<file path="config.mk">
export PLATFORM = sky130hd
export DESIGN_NAME = team_06_i2s_rx
export DESIGN_NICKNAME = d
export VERILOG_FILES = /design/src/rtl/team_06_audio_pkg.sv /design/src/rtl/team_06_sync2.sv /design/src/rtl/team_06_i2s_rx.sv
export SDC_FILE = /design/constraint.sdc
export NUM_CORES = 1
export LEC_CHECK = 0
export ABC_CLOCK_PERIOD_IN_PS = 2500
export BUFFER_PORTS_ARGS = -buffer_cell sky130_fd_sc_hd__buf_4
export CORE_MARGIN = 2
export CORE_UTILIZATION = 50
export DETAILED_ROUTE_END_ITERATION = 16
export PLACE_DENSITY = 0.77
export SETUP_SLACK_MARGIN = 0.4
export SLEW_MARGIN = 0
export SYNTH_ARGS = -nofsm -noshare
export SYNTH_HDL_FRONTEND = slang
export SYNTH_HIERARCHICAL = 1
export SYNTH_SLANG_ARGS = --single-unit
</file>
<file path="constraint.sdc">
create_clock -name clk -period 2.5 [get_ports clk]
set_clock_uncertainty 0.05 [all_clocks]
set_input_delay 0.75 -clock clk [delete_from_list [all_inputs] [get_ports clk]]
set_output_delay 0.75 -clock clk [all_outputs]
set_load 0.02 [all_outputs]
</file>
<file path="src/rtl/team_06_audio_pkg.sv">
// Shared types and constants for the team_06 audio chain.
package team_06_audio_pkg;

  localparam int AUDIO_W = 8;
  localparam logic [AUDIO_W-1:0] AUDIO_MIDSCALE = 8'd128;

  typedef enum logic [1:0] {
    IDLE,
    WAIT,
    SHIFT,
    SKIP
  } i2s_rx_state_t;

  // Two's-complement to offset-binary: flipping the sign bit puts silence at mid-scale.
  function automatic logic [AUDIO_W-1:0] to_offset_binary(input logic [AUDIO_W-1:0] s);
    return {~s[AUDIO_W-1], s[AUDIO_W-2:0]};
  endfunction

endpackage

</file>
<file path="src/rtl/team_06_sync2.sv">
// Two-flop synchroniser for one asynchronous input bit.
module team_06_sync2 (
  input  logic clk,
  input  logic rst,
  input  logic d,
  output logic q
);

  logic meta_q, meta_d;
  logic sync_q, sync_d;

  // The first flop may go metastable; only the second flop's output is used.
  always_comb begin
    meta_d = d;
    sync_d = meta_q;
  end

  // Synchroniser flops, cleared by the asynchronous reset.
  always_ff @(posedge clk or posedge rst) begin
    if (rst) begin
      meta_q <= 1'b0;
      sync_q <= 1'b0;
    end else begin
      meta_q <= meta_d;
      sync_q <= sync_d;
    end
  end

  assign q = sync_q;

endmodule

</file>
<file path="src/rtl/team_06_i2s_rx.sv">
// I2S receiver: captures the top 8 bits of one channel and emits them as offset-binary samples.
module team_06_i2s_rx
  import team_06_audio_pkg::*;
#(
  parameter int unsigned CHANNEL       = 0,
  parameter int unsigned MAX_SLOT_BITS = 32
) (
  input  logic               clk,
  input  logic               rst,
  input  logic               en,
  input  logic               i2s_sck,
  input  logic               i2s_ws,
  input  logic               i2s_sd,
  output logic [AUDIO_W-1:0] audio_out,
  output logic               sample_valid,
  output logic               frame_err
);

  localparam logic       CHAN_WS = (CHANNEL != 0);
  localparam logic [5:0] MAX_CNT = 6'(MAX_SLOT_BITS);

  logic sck_s1, ws_s, sd_s;
  logic sck_rise, ws_edge, ws_match;

  i2s_rx_state_t      state_q, state_d;
  logic               sck_s2_q, sck_s2_d;
  logic               ws_prev_q, ws_prev_d;
  logic [5:0]         bit_cnt_q, bit_cnt_d;
  logic [AUDIO_W-1:0] shift_q, shift_d;
  logic [AUDIO_W-1:0] audio_q, audio_d;
  logic               valid_q, valid_d;
  logic               err_q, err_d;

  team_06_sync2 u_sync_sck (.clk(clk), .rst(rst), .d(i2s_sck), .q(sck_s1));
  team_06_sync2 u_sync_ws  (.clk(clk), .rst(rst), .d(i2s_ws),  .q(ws_s));
  team_06_sync2 u_sync_sd  (.clk(clk), .rst(rst), .d(i2s_sd),  .q(sd_s));

  assign sck_rise = sck_s1 & ~sck_s2_q;
  assign ws_edge  = sck_rise & (ws_s != ws_prev_q);
  assign ws_match = (ws_s == CHAN_WS);

  // State register: every flop of the receiver, outputs included.
  always_ff @(posedge clk or posedge rst) begin
    if (rst) begin
      state_q   <= IDLE;
      sck_s2_q  <= 1'b0;
      ws_prev_q <= 1'b0;
      bit_cnt_q <= '0;
      shift_q   <= '0;
      audio_q   <= AUDIO_MIDSCALE;
      valid_q   <= 1'b0;
      err_q     <= 1'b0;
    end else begin
      state_q   <= state_d;
      sck_s2_q  <= sck_s2_d;
      ws_prev_q <= ws_prev_d;
      bit_cnt_q <= bit_cnt_d;
      shift_q   <= shift_d;
      audio_q   <= audio_d;
      valid_q   <= valid_d;
      err_q     <= err_d;
    end
  end

  // Next-state: bit counting, slot tracking, deserialisation and strobe generation.
  // WAIT spans the one-bit I2S delay; the rise that leaves it samples the MSB, so the
  // captured bit index always equals bit_cnt at its rise and the 8th bit lands on bit_cnt==7.
  always_comb begin
    sck_s2_d  = sck_s1;
    ws_prev_d = sck_rise ? ws_s : ws_prev_q;
    state_d   = state_q;
    bit_cnt_d = bit_cnt_q;
    shift_d   = shift_q;
    audio_d   = audio_q;
    valid_d   = 1'b0;
    err_d     = 1'b0;

    if (!en) begin
      state_d   = IDLE;
      bit_cnt_d = '0;
      shift_d   = '0;
    end else if (sck_rise) begin
      if (ws_edge) begin
        bit_cnt_d = '0;
      end else if (bit_cnt_q != MAX_CNT) begin
        bit_cnt_d = bit_cnt_q + 6'd1;
      end

      if (ws_edge) begin
        // A new slot always restarts the FSM; an unfinished word is a short slot.
        if (state_q == SHIFT) begin
          err_d = 1'b1;
        end
        state_d = ws_match ? WAIT : SKIP;
        shift_d = '0;
      end else if ((state_q != IDLE) && (bit_cnt_q == MAX_CNT - 6'd1)) begin
        err_d   = 1'b1;
        state_d = IDLE;
      end else begin
        case (state_q)
          WAIT: begin
            shift_d = {shift_q[AUDIO_W-2:0], sd_s};
            state_d = SHIFT;
          end
          SHIFT: begin
            shift_d = {shift_q[AUDIO_W-2:0], sd_s};
            if (bit_cnt_q == 6'd7) begin
              state_d = SKIP;
              valid_d = 1'b1;
              audio_d = to_offset_binary(shift_d);
            end
          end
          default: begin
          end
        endcase
      end
    end
  end

  // Outputs come straight from flops so they are glitch-free and clear on reset.
  always_comb begin
    audio_out    = audio_q;
    sample_valid = valid_q;
    frame_err    = err_q;
  end

endmodule

</file>
* Yosys cells after proc, flatten, opt, wreduce, memory -nomap -nowiden *
Cells that the tools add are included.

word-level totals
  bits in registers = 33
  bits of input ports = 6
  output and inout bits = 10
  word-level logic and storage cells = 67

cells by class
  $add $sub $neg = 1
  eq/ne operators = 12
  multiplexer cells = 27
  bitwise operators = 6
  reductions and logical operators = 7

operators by type and width
  cell                                                                      number
  7-bit two-way mux                                                         5
  6-bit two-way mux                                                         4
  2-bit two-way mux                                                         6
  1-bit two-way mux                                                         11
  6-bit by 1-bit adder with 6-bit output (second input constant)            1
  6-bit by 3-bit equality test with 1-bit output (second input constant)    1
  6-bit by 5-bit equality test with 1-bit output (second input constant)    1
  6-bit inequality test (second input constant)                             1
  3-bit AND reduction                                                       2
  6-bit AND reduction                                                       1
  5-bit by 1-bit inequality test with 1-bit output (second input constant)  1
  5-bit by 3-bit inequality test with 1-bit output (second input constant)  1
  1-bit NOT                                                                 4
  2-bit one-hot mux with 2 select lines                                     1
  3-bit by 1-bit inequality test with 1-bit output (second input constant)  1
  3-bit by 2-bit inequality test with 1-bit output (second input constant)  1
  3-bit inequality test (second input constant)                             1
  1-bit bitwise AND                                                         2
  2-bit by 1-bit equality test with 1-bit output (second input constant)    1
  2-bit equality test (second input constant)                               1
  2-bit by 1-bit inequality test with 1-bit output (second input constant)  1
  2-bit AND reduction                                                       1
  2-bit nonzero test                                                        1
  2-bit OR reduction                                                        1
  other kinds (2)                                                           2

* Logic depth before layout (Yosys ltp) *
Gate-level depths: netlist (run 1).

  depth in word-level cells = 7
  mapped depth = 7
  gate-level depth less buffers = 6

* Modules after synthesis *
The synthesis (run 1) kept the hierarchy.

by module, submodules not included
  module          instances  cells an instance  area each (µm²)  seq. area each (µm²)
  team_06_i2s_rx  1          125                1,366.3          676.9
  team_06_sync2   3          3                  53.8             50.0

* Worst setup path after synthesis (run 1) *
Ideal clock, no wire load.

  path kind = flip-flop to flip-flop
  start point = register state_q[0]
  end point = register audio_q[0] (netlist: audio_out[0])
  setup time = 125 ps
  arrival = 1,993 ps
  required time = 2,325 ps
  path slack = 332 ps
  cell stages (with the launch flop) = 7
  buffers on the path = 0
  period minus slack after synthesis = 2,168 ps
  cells stage by stage = dfrtp_1 -> inv_1 -> ha_1 -> inv_1 -> or4_4 -> nor4_4 -> mux2_2

between the ends
  word-level cells in the longest chain between the ends = 4
  elaborated cells between the ends (all ways) = 5
  classes of those cells = eq/ne: 1; bitwise: 1; reduce/logical: 3

RTL lines
  what                               line                  source
  start, declared                    team_06_i2s_rx.sv:25  i2s_rx_state_t state_q, state_d;
  start signal, assigned             team_06_i2s_rx.sv:54  state_q <= state_d;
  2-bit nonzero test                 team_06_i2s_rx.sv:96  end else if ((state_q != IDLE) && (bit_cnt_q == MAX_CNT - 6'd1)) begin
  1-bit logical AND                  team_06_i2s_rx.sv:96
  1-bit NOT (no line)                n/a
  6-bit AND reduction (no line) (*)  n/a
  end signal, assigned               team_06_i2s_rx.sv:59  audio_q <= audio_d;
  end, declared                      team_06_i2s_rx.sv:30  logic [AUDIO_W-1:0] audio_q, audio_d;

Every way passes the cells marked *; elsewhere a longest branch is shown, timed or not.
A chain may end at the register's enable or synchronous reset.

* Worst setup path after layout (run 1) *
  start point = register bit_cnt_q[1]
  end point = register state_q[1]

between the ends
  word-level cells in the longest chain between the ends = 6
  elaborated cells between the ends (all ways) = 10
  classes of those cells = eq/ne: 4; mux: 4; reduce/logical: 2

RTL lines
  what                                            line                  source
  start, declared                                 team_06_i2s_rx.sv:28  logic [5:0] bit_cnt_q, bit_cnt_d;
  start signal, assigned                          team_06_i2s_rx.sv:57  bit_cnt_q <= bit_cnt_d;
  6-bit by 5-bit equality test with 1-bit output  team_06_i2s_rx.sv:96
  1-bit logical AND                               team_06_i2s_rx.sv:96
  2-bit two-way mux                               team_06_i2s_rx.sv:96
  2-bit two-way mux                               team_06_i2s_rx.sv:89  if (ws_edge) begin
  2-bit two-way mux                               team_06_i2s_rx.sv:82  end else if (sck_rise) begin
  2-bit two-way mux                               team_06_i2s_rx.sv:78  if (!en) begin

Parallel ways exist; a longest one is shown, timed or not. The select of a mux whose other input is x is not followed.

==> results of run 1 <==
-- report_power, final --
part | total, uW | leakage, uW | switching [uW] | internal [uW]
clock | 301 | 0.0000314 | 169 | 132
combinational | 168 | 0.000447 | 91.3 | 76.5
sequential | 593 | 0.000433 | 30.0 | 563
-- worst max-delay path by stage --
| stage | end | slack (ns) | cells past startpoint |
|---|---|---|---|
| 2_1_floorplan | audio_out[0]$_DFFE_PP0P_ | 0.41 | 6 |
| 3_3_place_gp | audio_out[4]$_DFFE_PP0P_ | 0.41 | 7 |
| 3_5_place_dp | audio_out[2]$_DFFE_PP0P_ | 0.36 | 7 |
| 4_1_cts | audio_out[0]$_DFFE_PP0P_ | 0.37 | 6 |
| 5_1_grt | state_q[1]$_DFFE_PP0P_ | 0.40 | 7 |
| 6_report | state_q[1]$_DFFE_PP0P_ | 0.44 | 7 |
-- flip-flops by register name (all words and copies together) (netlist names) --
register           cells
audio_out              8
bit_cnt_q              6
frame_err              1
sample_valid           1
sck_s2_q               1
shift_q                7
state_q                2
u_sync_sck/meta_q      1
u_sync_sck/q           1
u_sync_sd/meta_q       1
u_sync_sd/q            1
u_sync_ws/meta_q       1
u_sync_ws/q            1
ws_prev_q              1
-- final cells by class --
type	instances	area (sq um)
clock buffers	7	55.05
fillers	222	1099
inverters	18	67.56
repair buffers	28	214.0
multi-input cells	79	673.1
flip-flops and latches	33	828.3
well taps	33	41.29
-- metrics by stage --
step / util, % / power [uW] / hold slack (ns)
5_1_grt: 63.11 / 1112 / 0.2136
6_report: 63.11 / 1062 / 0.2097
4_1_cts: 62.61 / 1059 / 0.2030
3_3_place_gp: 56.93 / 729.1 / 0.2894
3_5_place_dp: 56.93 / 737.3 / 0.2933
2_1_floorplan: - / 695.6 / 0.2812
-- routing by layer --
metal	global-route usage (%)	vias up
li1	-	517
met1	23.09	528
met2	33.75	38
met3	6.987	14
met4	13.31	0
met5	0	-
-- Yosys cell counts (all sizes together) (2+ instances only) --
cell type   n  area [sq um]
nand3b      2         27.53
o41ai       3         26.28
a21oi       3         15.01
dfrtp      32         800.8
inv        18         67.56
ha          5         62.56
buf         3         20.01
or4         2         18.77
mux2i       8         80.08
o21ai       3         15.01
nor2b       2         12.51
nand2      14         52.55
nor2        7         26.28
nand3       3         15.01
xnor2       4         35.03
mux2        9         101.4
-- critical path: stages (launching register included) --
cell and delay, ns:
dfrtp_1 0.42, ha_4 0.17, nand3b_4 0.08, buf_4 0.15
buf_4 0.13, o41ai_1 0.56, o41ai_1 0.15, a32o_1 0.24
-- cell families after synthesis --
group           count (synthesis)  synth area share [%]
xor+xnor                        4                 2.293
simple gates                   34                 12.61
flops                          33                 54.14
mux                            17                 11.88
compound gates                 19                 9.010
fa+ha+maj                       5                 4.095
buf+inv                        22                 5.978
-- what timing repair did --
action	4_1_cts	5_1_grt
hold buffers	0	0
setup buffers	6	1
pin swaps	3	1
gates cloned	1	0
setup endpoints to repair	8	11
gates resized for setup	16	1
==> qor.yml, run 1 <==
timing:
  layout_setup_ws_ns: 0.4408
  period_share_pct: 82.37
  worstMarginPinSlew_ns: 0.6740
  setup_tns_ns: 0
  hold_viol_final: 0
  fmax_ghz: 0.4856
  post-route-min-period_ns: 2.059
  max_slew_margin_pct: 54.48
  rsz0062_at_grt: "false"
  finalSetupViolations: 0
  slew_viol_final: 0
final_layout:
  final_nets: 176
  area_growth_pct: 23.01
  num_antenna_cells: 0
  drive_gt1_share_pct: 32.73
  mostFrequentLayoutCells: "dfrtp_1, buf_4, inv_1, nand2_1, mux2i_1"
  final_area_sq_um: 1879
  final_common_cell: "dfrtp_1"
  fin_cells: 198
grt:
  grt_overflow_total: 0
  grt_pass1_vias: 1182
  grt_max_degree: 20
  grt_usage_pct: 20.75
  antenna_found_initial: 0
  grt_pass1_wl_microns: 5209
cts:
  h-tree-depth: 2
  cts_buffers: 5
  path_clk_slew_ns: 0.10
  cts_buffer_depth: 2
  insertion_delay_ns: 0.34
  tritoncts: "done"
  clock-root-buffer: "clkbuf_4"
  cts.sinks: 33
worst_hold_path:
  hp-class: "in -> async"
yosys:
  netlist_instances: 134
  synth-async-reset-ratio_pct: 100.0
  ys_types: 36
  yosysSeqAreaShare_pct: 54.14
  synth_ff_type: "dfrtp_1"
  synth-warning-count: 6
  synth_nets: 145
  syn_avg_cell_area_sq_um: 11.40
  syn_area_sq_um: 1528
  synth_edf_count: 0
  ys_ff_latch: 33
detailed_routing:
  ant_nets: 0
  wl_met1_microns: 1267
  drc: 0
  vias_per_cell: 5.540
  wl_met3_microns: 167
  drtIter0Drc: 40
  top_layer: "met4"
  first_pass_iters: 4
  dr_total_vias: 1097
  wire_per_inst_microns: 15.60
  totalWireLength_microns: 3088
  routed-wl-met2_microns: 1545
flow_run:
  maxCapViolCount: 0
placed_design:
  routabilityCongestion: 0.8622
  dpl_cell_area_sq_um: 1695
  hpwlAfterDp_microns: 2078
  pre_cts_ws_ns: 0.3639
  place_inst: 183
  port_buffers: 15
die:
  io-pin-count: 16
  die_h_microns: 59.28
  rows: 20
  die_w_microns: 59.28
  die_area_sq_um: 3514
  start_util_pct: 51.30
  core_area_sq_um: 2978
worst_setup_path:
  worst_r2r_endpoint: "state_q[1]$_DFFE_PP0P_"
  worstSetupEndpointType: "register"
  rrSetupSlack_ns: 0.44
  cp_max_fo: 3
  path_class: "reg -> reg"
  reg2reg_depth: 7
  startpoint: "bit_cnt_q[1]$_DFFE_PP0P_"
  worst_ep_arrival_time_ns: 2.23
  startpoint_type: "register"
  r2r_start: "bit_cnt_q[1]$_DFFE_PP0P_"
  cp.required_ns: 2.67
pwr:
  max-vdd-ir-drop_mv: 0.5204
  leakagePower_uw: 0.0009115
  cellPowerDensity_nw_per_um2: 564.9
outcome:
  status: "finished clean"
Power figures use the tool's default switching activity.
==> run 2, diff against run 1 <==
--- a/config.mk
+++ b/config.mk
@@ -5,7 +5,8 @@
 export SDC_FILE = /design/constraint.sdc
 export NUM_CORES = 1
 export LEC_CHECK = 0
-export ABC_CLOCK_PERIOD_IN_PS = 2500
+export ABC_AREA = 1
+export ABC_CLOCK_PERIOD_IN_PS = 1900
 export BUFFER_PORTS_ARGS = -buffer_cell sky130_fd_sc_hd__buf_4
 export CORE_MARGIN = 2
 export CORE_UTILIZATION = 50
==> constraint.sdc (replaced) <==
create_clock -name clk -period 1.9 [get_ports clk]
set_clock_uncertainty 0.05 [all_clocks]
set_input_delay 0.57 -clock clk [delete_from_list [all_inputs] [get_ports clk]]
set_output_delay 0.57 -clock clk [all_outputs]
set_load 0.02 [all_outputs]
==> qor.yml, run 2 <==
yosys:
  synth-warning-count: 6  # unchanged
  yosysMostFrequentCell: "nand2_1"  # was dfrtp_1
  yosysTopAreaCell: "dfrtp_1"  # unchanged
  ys_ff_latch: 33  # unchanged
  ys_types: 23  # was 36
  synth_ff_type: "dfrtp_1"  # unchanged
  synth-async-reset-ratio_pct: 100.0  # unchanged
  synth_edf_count: 0  # unchanged
  synth_nets: 210  # was 145
  syn_area_sq_um: 1698  # was 1528 sq um
  syn_avg_cell_area_sq_um: 8.532  # was 11.40 sq um
  netlist_instances: 199  # was 134
  ys_top_cells_by_count: "nand2_1, dfrtp_1, inv_1, nor2_1, nand3_1"  # was dfrtp_1, inv_1, nand2_1
  synth_area_leaders: "dfrtp_1, nand2_1, inv_1"  # was dfrtp_1, mux2_2, mux2i_1
  yosysSeqAreaShare_pct: 48.71  # was 54.14%
  yosysTopAreaCellShare_pct: 47.16  # was 52.42%
grt:
  grt_pass1_wl_microns: 5996  # was 5209 microns
  antenna_found_initial: 0  # unchanged
  grt_pass1_vias: 1368  # was 1182
  grt_usage_pct: 19.73  # was 20.75%
  grt_max_degree: 28  # was 20
  grt_overflow_total: 0  # unchanged
detailed_routing:
  dr_total_vias: 1542  # was 1097
  wire_per_inst_microns: 15.13  # was 15.60 microns
  first_pass_iters: 4  # unchanged
  drtIter0Drc: 108  # was 40
  vias_per_cell: 5.263  # was 5.540
  ant_nets: 0  # unchanged
  totalWireLength_microns: 4434  # was 3088 microns
  drc: 0  # unchanged
timing:
  period_share_pct: 86.36
  setup_tns_ns: 0  # unchanged
  worstMarginPinSlew_ns: 0.3529  # was 0.6740 ns
  fmax_ghz: 0.6095
  finalSetupViolations: 0  # unchanged
  slew_viol_final: 0  # unchanged
  post-route-min-period_ns: 1.641
  layout_setup_ws_ns: 0.2592  # was 0.4408 ns
  hold_viol_final: 0  # unchanged
  rsz0062_at_grt: "true"  # was false
  max_slew_margin_pct: 76.47  # was 54.48%
die:
  start_util_pct: 51.28  # was 51.30%
  die_area_sq_um: 3878  # was 3514 sq um
  die_h_microns: 62.28  # was 59.28 microns
  core_area_sq_um: 3311  # was 2978 sq um
  io-pin-count: 16  # unchanged
  rows: 21  # was 20
  die_w_microns: 62.28  # was 59.28 microns
worst_setup_path:
  cp_max_fo: 2  # was 3
  crit_family: "flip-flops"  # was compound AO/OA/AOI/OAI gates
  cp-endpoint: "audio_out[7]"  # was state_q[1]$_DFFE_PP0P_
  reg2reg_depth: 7  # unchanged
  cp.required_ns: 1.28  # was 2.67 ns
  critPathBufInv: 1  # was 2
  startpoint_type: "register"  # unchanged
  cpPeakStageDelay_ns: 0.56  # about the same
  path_class: "reg -> out"  # was reg -> reg
  rrSetupSlack_ns: 0.27  # was 0.44 ns
  startpoint: "audio_out[7]$_DFFE_PP1P_"  # was bit_cnt_q[1]$_DFFE_PP0P_
  path_cells: "buf_6"  # was ha_4, nand3b_4, buf_4, buf_4, o41ai_1, o41ai_1, a32o_1
  worst_r2r_endpoint: "audio_out[6]$_DFFE_PP0P_"  # was state_q[1]$_DFFE_PP0P_
  worst_ep_arrival_time_ns: 1.02  # was 2.23 ns
  worstSetupEndpointType: "output port"  # was register
  critPathSlowestCell: "dfstp_2"  # was o41ai_1
  path_depth: 1  # was 7
  r2r_start: "bit_cnt_q[0]$_DFFE_PP0P_"  # was bit_cnt_q[1]$_DFFE_PP0P_
pwr:
  max-vdd-ir-drop_mv: 0.5468  # was 0.5204 mV
  cellPowerDensity_nw_per_um2: 680.8  # was 564.9 nW/um^2
  leakagePower_uw: 0.001203  # was 0.0009115 uW
cts:
  insertion_delay_ns: 0.36  # was 0.34 ns
  hold_buffers: 0  # unchanged
  cts_buffer_depth: 2  # unchanged
  h-tree-depth: 2  # unchanged
  cts.sinks: 33  # unchanged
  path_clk_slew_ns: 0.12  # was 0.10 ns
  clock-root-buffer: "clkbuf_4"  # unchanged
  cts_buffers: 5  # unchanged
  tritoncts: "done"  # unchanged
placed_design:
  pre_cts_ws_ns: 0.2829  # was 0.3639 ns
  hpwlAfterDp_microns: 2091  # was 2078 microns
  dpl_cell_area_sq_um: 1833  # was 1695 sq um
  routabilityCongestion: 0.8432  # was 0.8622
  port_buffers: 15  # unchanged
final_layout:
  mostFrequentLayoutCells: "nand2_1, dfrtp_1, buf_4, inv_1, nor2_1"  # was dfrtp_1, buf_4, inv_1, nand2_1, mux2i_1
  num_antenna_cells: 0  # unchanged
  area_growth_pct: 39.94  # was 23.01%
  final_nets: 257  # was 176
  final_core_util_pct: 71.77  # was 63.11%
  fill_cells: 205  # was 222
  drive_gt1_share_pct: 43.32  # was 32.73%
  largest_reg_flops: 8  # unchanged
  final_area_sq_um: 2376  # was 1879 sq um
  final_common_cell: "nand2_1"  # was dfrtp_1
flow_run:
  maxCapViolCount: 0  # unchanged
outcome:
  status: "finished clean"  # unchanged
worst_hold_path:
  hp-class: "in -> async"  # unchanged
run 2: changes by cell type after synthesis, sizes merged, moves of 3 or more:
cell,previous run,this run
a21oi,3,0
inv,18,30
mux2,9,0
mux2i,8,0
nand2,14,54
nand3,3,19
nand4,0,4
nor2,7,32
nor3,1,7
o21ai,3,9
o41ai,3,0
xnor2,4,0
run 2: worst min path at each step:
stage                                     startpoint                          end  slack [ns]  cells after the start
after CTS                                        rst   u_sync_ws/meta_q$_DFF_PP0_        0.03                      2
after floorplan                                  rst  u_sync_sck/meta_q$_DFF_PP0_        0.26                      1
after global routing                             rst   u_sync_ws/meta_q$_DFF_PP0_        0.01                      2
after global placement    u_sync_sd/meta_q$_DFF_PP0_        u_sync_sd/q$_DFF_PP0_        0.28                      0
after detailed placement  u_sync_sd/meta_q$_DFF_PP0_        u_sync_sd/q$_DFF_PP0_        0.28                      0
final                                            rst   u_sync_ws/meta_q$_DFF_PP0_        0.04                      2
run 2: layout make-up:
cell class / instances / area [sq um] / area share [%]
clock buffer: 7 / 55.05 / 2.317
clock inverter: 1 / 30.03 / 1.264
inverter: 30 / 115.1 / 4.845
multi-input combinational: 136 / 930.9 / 39.18
sequential: 33 / 829.5 / 34.91
tap: 46 / 57.56 / 2.422
timing repair buffer: 40 / 357.8 / 15.06
run 2: repair_timing:
item                                    in CTS  in global routing
hold endpoints to repair                     0                  0
cloned                                       2                  2
setup buffers                                8                 16
endpoints found under the setup margin      32                 33
gates resized for setup                     17                 41
pin swaps                                    4                 21
run 2: per-stage QoR:
stage / hold WS, ns / std cells / power (uW)
5_1_grt: 0.01404 / 293 / 1693
3_5_place_dp: 0.2847 / 257 / 945.0
6_report: 0.04186 / 293 / 1618
4_1_cts: 0.03484 / 275 / 1527
2_1_floorplan: 0.2612 / 199 / 909.4
3_3_place_gp: 0.2833 / 257 / 939.8
run 2: cells by family after synthesis:
| group | share of synthesized area [%] |
|---|---|
| fa+ha+maj | 3.685 |
| compound gates | 3.095 |
| simple gates | 35.22 |
| buf+inv | 9.285 |
| flops | 48.71 |
run 2: report_power, final:
| part | internal [uW] | total [uW] | switching (uW) |
|---|---|---|---|
| registers | 734 | 769 | 34.6 |
| clock network | 314 | 569 | 255 |
| logic | 120 | 280 | 159 |
run 2: metal layers:
layer  GRT usage, %  share of wire (%)  vias up
li1               -                  -      719
met1          22.86                 38      731
met2          34.51                 51       70
met3          5.072                5.7       22
met4          8.611                5.0        0
met5              0                  0        -
run 2: worst reg2reg max path: stages, from the launching register on:
cell     delay [ns]
dfrtp_1        0.45
ha_4           0.22
nand3_4        0.10
nor2_4         0.20
nand2_4        0.13
nor2_8         0.20
nor2_2         0.05
nor2_1         0.17
==> run 3, diff against run 2 <==
--- a/config.mk
+++ b/config.mk
@@ -9,9 +9,9 @@
 export ABC_CLOCK_PERIOD_IN_PS = 1900
 export BUFFER_PORTS_ARGS = -buffer_cell sky130_fd_sc_hd__buf_4
 export CORE_MARGIN = 2
-export CORE_UTILIZATION = 50
+export CORE_UTILIZATION = 45
 export DETAILED_ROUTE_END_ITERATION = 16
-export PLACE_DENSITY = 0.77
+export PLACE_DENSITY = 0.71
 export SETUP_SLACK_MARGIN = 0.4
 export SLEW_MARGIN = 0
 export SYNTH_ARGS = -nofsm -noshare
==> qor.yml, run 3 (same netlist as run 2, synthesis figures left out) <==
detailed_routing:
  routed-wl-met2_microns: 1691  # was 2281 microns
  dr_total_vias: 1403  # was 1542
  wl_met3_microns: 202  # was 251 microns
  totalWireLength_microns: 3535  # was 4434 microns
  drtIter0Drc: 180  # was 108
  wire_per_inst_microns: 12.54  # was 15.13 microns
  first_pass_iters: 4  # unchanged
  ant_nets: 0  # unchanged
  vias_per_cell: 4.975  # was 5.263
  top_layer: "met4"  # unchanged
  drc: 0  # unchanged
  wl_met1_microns: 1564  # was 1681 microns
timing:
  worstMarginPinSlew_ns: 0.3499  # was 0.3529 ns
  period_share_pct: 81.83  # was 86.36%
  post-route-min-period_ns: 1.555  # was 1.641 ns
  whs_ns: 0.09504  # was 0.04186 ns
  slew_viol_final: 0  # unchanged
  max_slew_margin_pct: 76.67  # was 76.47%
  fmax_ghz: 0.6432  # was 0.6095 GHz
  setup_tns_ns: 0  # unchanged
  finalSetupViolations: 0  # unchanged
  rsz0062_at_grt: "true"  # unchanged
  hold_viol_final: 0  # unchanged
final_layout:
  final_area_sq_um: 2226  # was 2376 sq um
  num_antenna_cells: 0  # unchanged
  mostFrequentLayoutCells: "nand2_1, dfrtp_1, buf_4, nor2_1, inv_1"  # was nand2_1, dfrtp_1, buf_4, inv_1, nor2_1
  final_nets: 244  # was 257
  final_core_util_pct: 61.26  # was 71.77%
  area_growth_pct: 31.10  # was 39.94%
  drive_gt1_share_pct: 38.46  # was 43.32%
  final_common_cell: "nand2_1"  # unchanged
  largest_reg_flops: 8  # unchanged
worst_setup_path:
  reg2reg_depth: 7  # unchanged
  rrSetupSlack_ns: 0.38  # was 0.27 ns
  cpPeakStageDelay_ns: 0.54  # was 0.56 ns
  cp.required_ns: 1.28  # about the same
  cp_max_fo: 2  # unchanged
  startpoint_type: "register"  # unchanged
  r2r_start: "state_q[0]$_DFFE_PP0P_"  # was bit_cnt_q[0]$_DFFE_PP0P_
  path_class: "reg -> out"  # unchanged
  critPathSlowestCell: "dfstp_2"  # unchanged
  crit_family: "flip-flops"  # unchanged
  path_cells: "buf_6"  # unchanged
  worstSetupEndpointType: "output port"  # unchanged
  worst_r2r_endpoint: "audio_out[2]$_DFFE_PP0P_"  # was audio_out[6]$_DFFE_PP0P_
  worst_ep_arrival_time_ns: 0.93  # was 1.02 ns
  critPathBufInv: 1  # unchanged
cts:
  h-tree-depth: 2  # unchanged
  hold_buffers: 0  # unchanged
  clock-root-buffer: "clkbuf_8"  # was clkbuf_4
  cts_buffers: 5  # unchanged
  cts.sinks: 33  # unchanged
  tritoncts: "done"  # unchanged
  path_clk_slew_ns: 0.07  # was 0.12 ns
  insertion_delay_ns: 0.29  # was 0.36 ns
  cts_buffer_depth: 2  # unchanged
grt:
  grt_max_degree: 28  # unchanged
  grt_pass1_vias: 1174  # was 1368
  grt_overflow_total: 0  # unchanged
  grt_pass1_wl_microns: 5175  # was 5996 microns
  grt_usage_pct: 16.04  # was 19.73%
  antenna_found_initial: 0  # unchanged
outcome:
  status: "finished clean"  # unchanged
pwr:
  cellPowerDensity_nw_per_um2: 686.8  # was 680.8 nW/um^2
  switching_power_uw: 439.3  # was 448.9 uW
  max-vdd-ir-drop_mv: 0.4720  # was 0.5468 mV
  p_comb_share_pct: 16.6  # was 17.3%
  internal_power_uw: 1089  # was 1169 uW
  p_seq_share_pct: 50.5  # was 47.5%
  power.share.clock_pct: 33.0  # was 35.2%
  p_sw_share_pct: 28.74  # was 27.75%
  power_uw: 1529  # was 1618 uW
  leakagePower_uw: 0.001124  # was 0.001203 uW
placed_design:
  routabilityCongestion: 0.8218  # was 0.8432
  dpl_cell_area_sq_um: 1836  # was 1833 sq um
  hpwlAfterDp_microns: 2101  # was 2091 microns
  port_buffers: 15  # unchanged
worst_hold_path:
  hp-class: "in -> async"  # unchanged
die:
  start_util_pct: 46.73  # was 51.28%
  die_w_microns: 65.43  # was 62.28 microns
  io-pin-count: 16  # unchanged
  die_area_sq_um: 4280  # was 3878 sq um
  core_area_sq_um: 3633  # was 3311 sq um
  rows: 22  # was 21
  die_h_microns: 65.43  # was 62.28 microns
flow_run:
  maxCapViolCount: 0  # unchanged
## run 3: changes by cell type in the layout (fill, tap and decap cells not counted), sizes merged
cell / before / now
bufinv: 1 / 0
clkbuf: 7 / 6
buf: 40 / 27
clkinv: 0 / 2
## run 3: per-stage QoR
step | instances | worst slack, ns
after floorplan | 199 | 0.4498
after global placement | 259 | 0.3390
after detailed placement | 259 | 0.3066
after CTS | 267 | 0.3370
after global routing | 282 | 0.2399
final | 282 | 0.3453
## run 3: layout make-up
type | instances | area [sq um]
fillers | 304 | 1408
multi-input cells | 136 | 924.6
flip-flops and latches | 33 | 829.5
repair buffers | 27 | 214.0
inverters | 30 | 115.1
clock buffers | 6 | 72.57
well taps | 48 | 60.06
clock inverters | 2 | 10.01
## run 3: per-layer routing
| metal | up-vias | track usage, % |
|---|---|---|
| li1 | 688 | - |
| met1 | 668 | 20.18 |
| met2 | 39 | 25.26 |
| met3 | 8 | 4.623 |
| met4 | 0 | 7.813 |
| met5 | - | 0 |
## run 3: repair_timing
action | CTS | global route
resized for setup | 4 | 42
pin swaps | 0 | 26
endpoints found under the setup margin | 19 | 25
endpoints found under the hold margin | 0 | 0
cloned | 0 | 4
setup buffers | 0 | 11
## run 3: worst max path at each step
stage                              from                       end  slack (ns)  depth (start not counted)
6_report       audio_out[7]$_DFFE_PP1P_              audio_out[7]        0.35                          1
5_1_grt          state_q[0]$_DFFE_PP0P_  audio_out[2]$_DFFE_PP0P_        0.24                          7
4_1_cts        audio_out[7]$_DFFE_PP1P_              audio_out[7]        0.34                          1
3_5_place_dp   bit_cnt_q[1]$_DFFE_PP0P_    state_q[1]$_DFFE_PP0P_        0.31                         10
3_3_place_gp   bit_cnt_q[1]$_DFFE_PP0P_    state_q[1]$_DFFE_PP0P_        0.34                         10
2_1_floorplan  bit_cnt_q[1]$_DFFE_PP0P_    state_q[0]$_DFFE_PP0P_        0.45                         11
## run 3: power by group through the flow
stage | clock network [uW] | logic (uW) | registers, uW
after floorplan | 0 | 144 | 766
after global placement | 0 | 169 | 773
after detailed placement | 0 | 171 | 774
after CTS | 520 | 174 | 762
after global routing | 550 | 281 | 776
final | 504 | 253 | 771
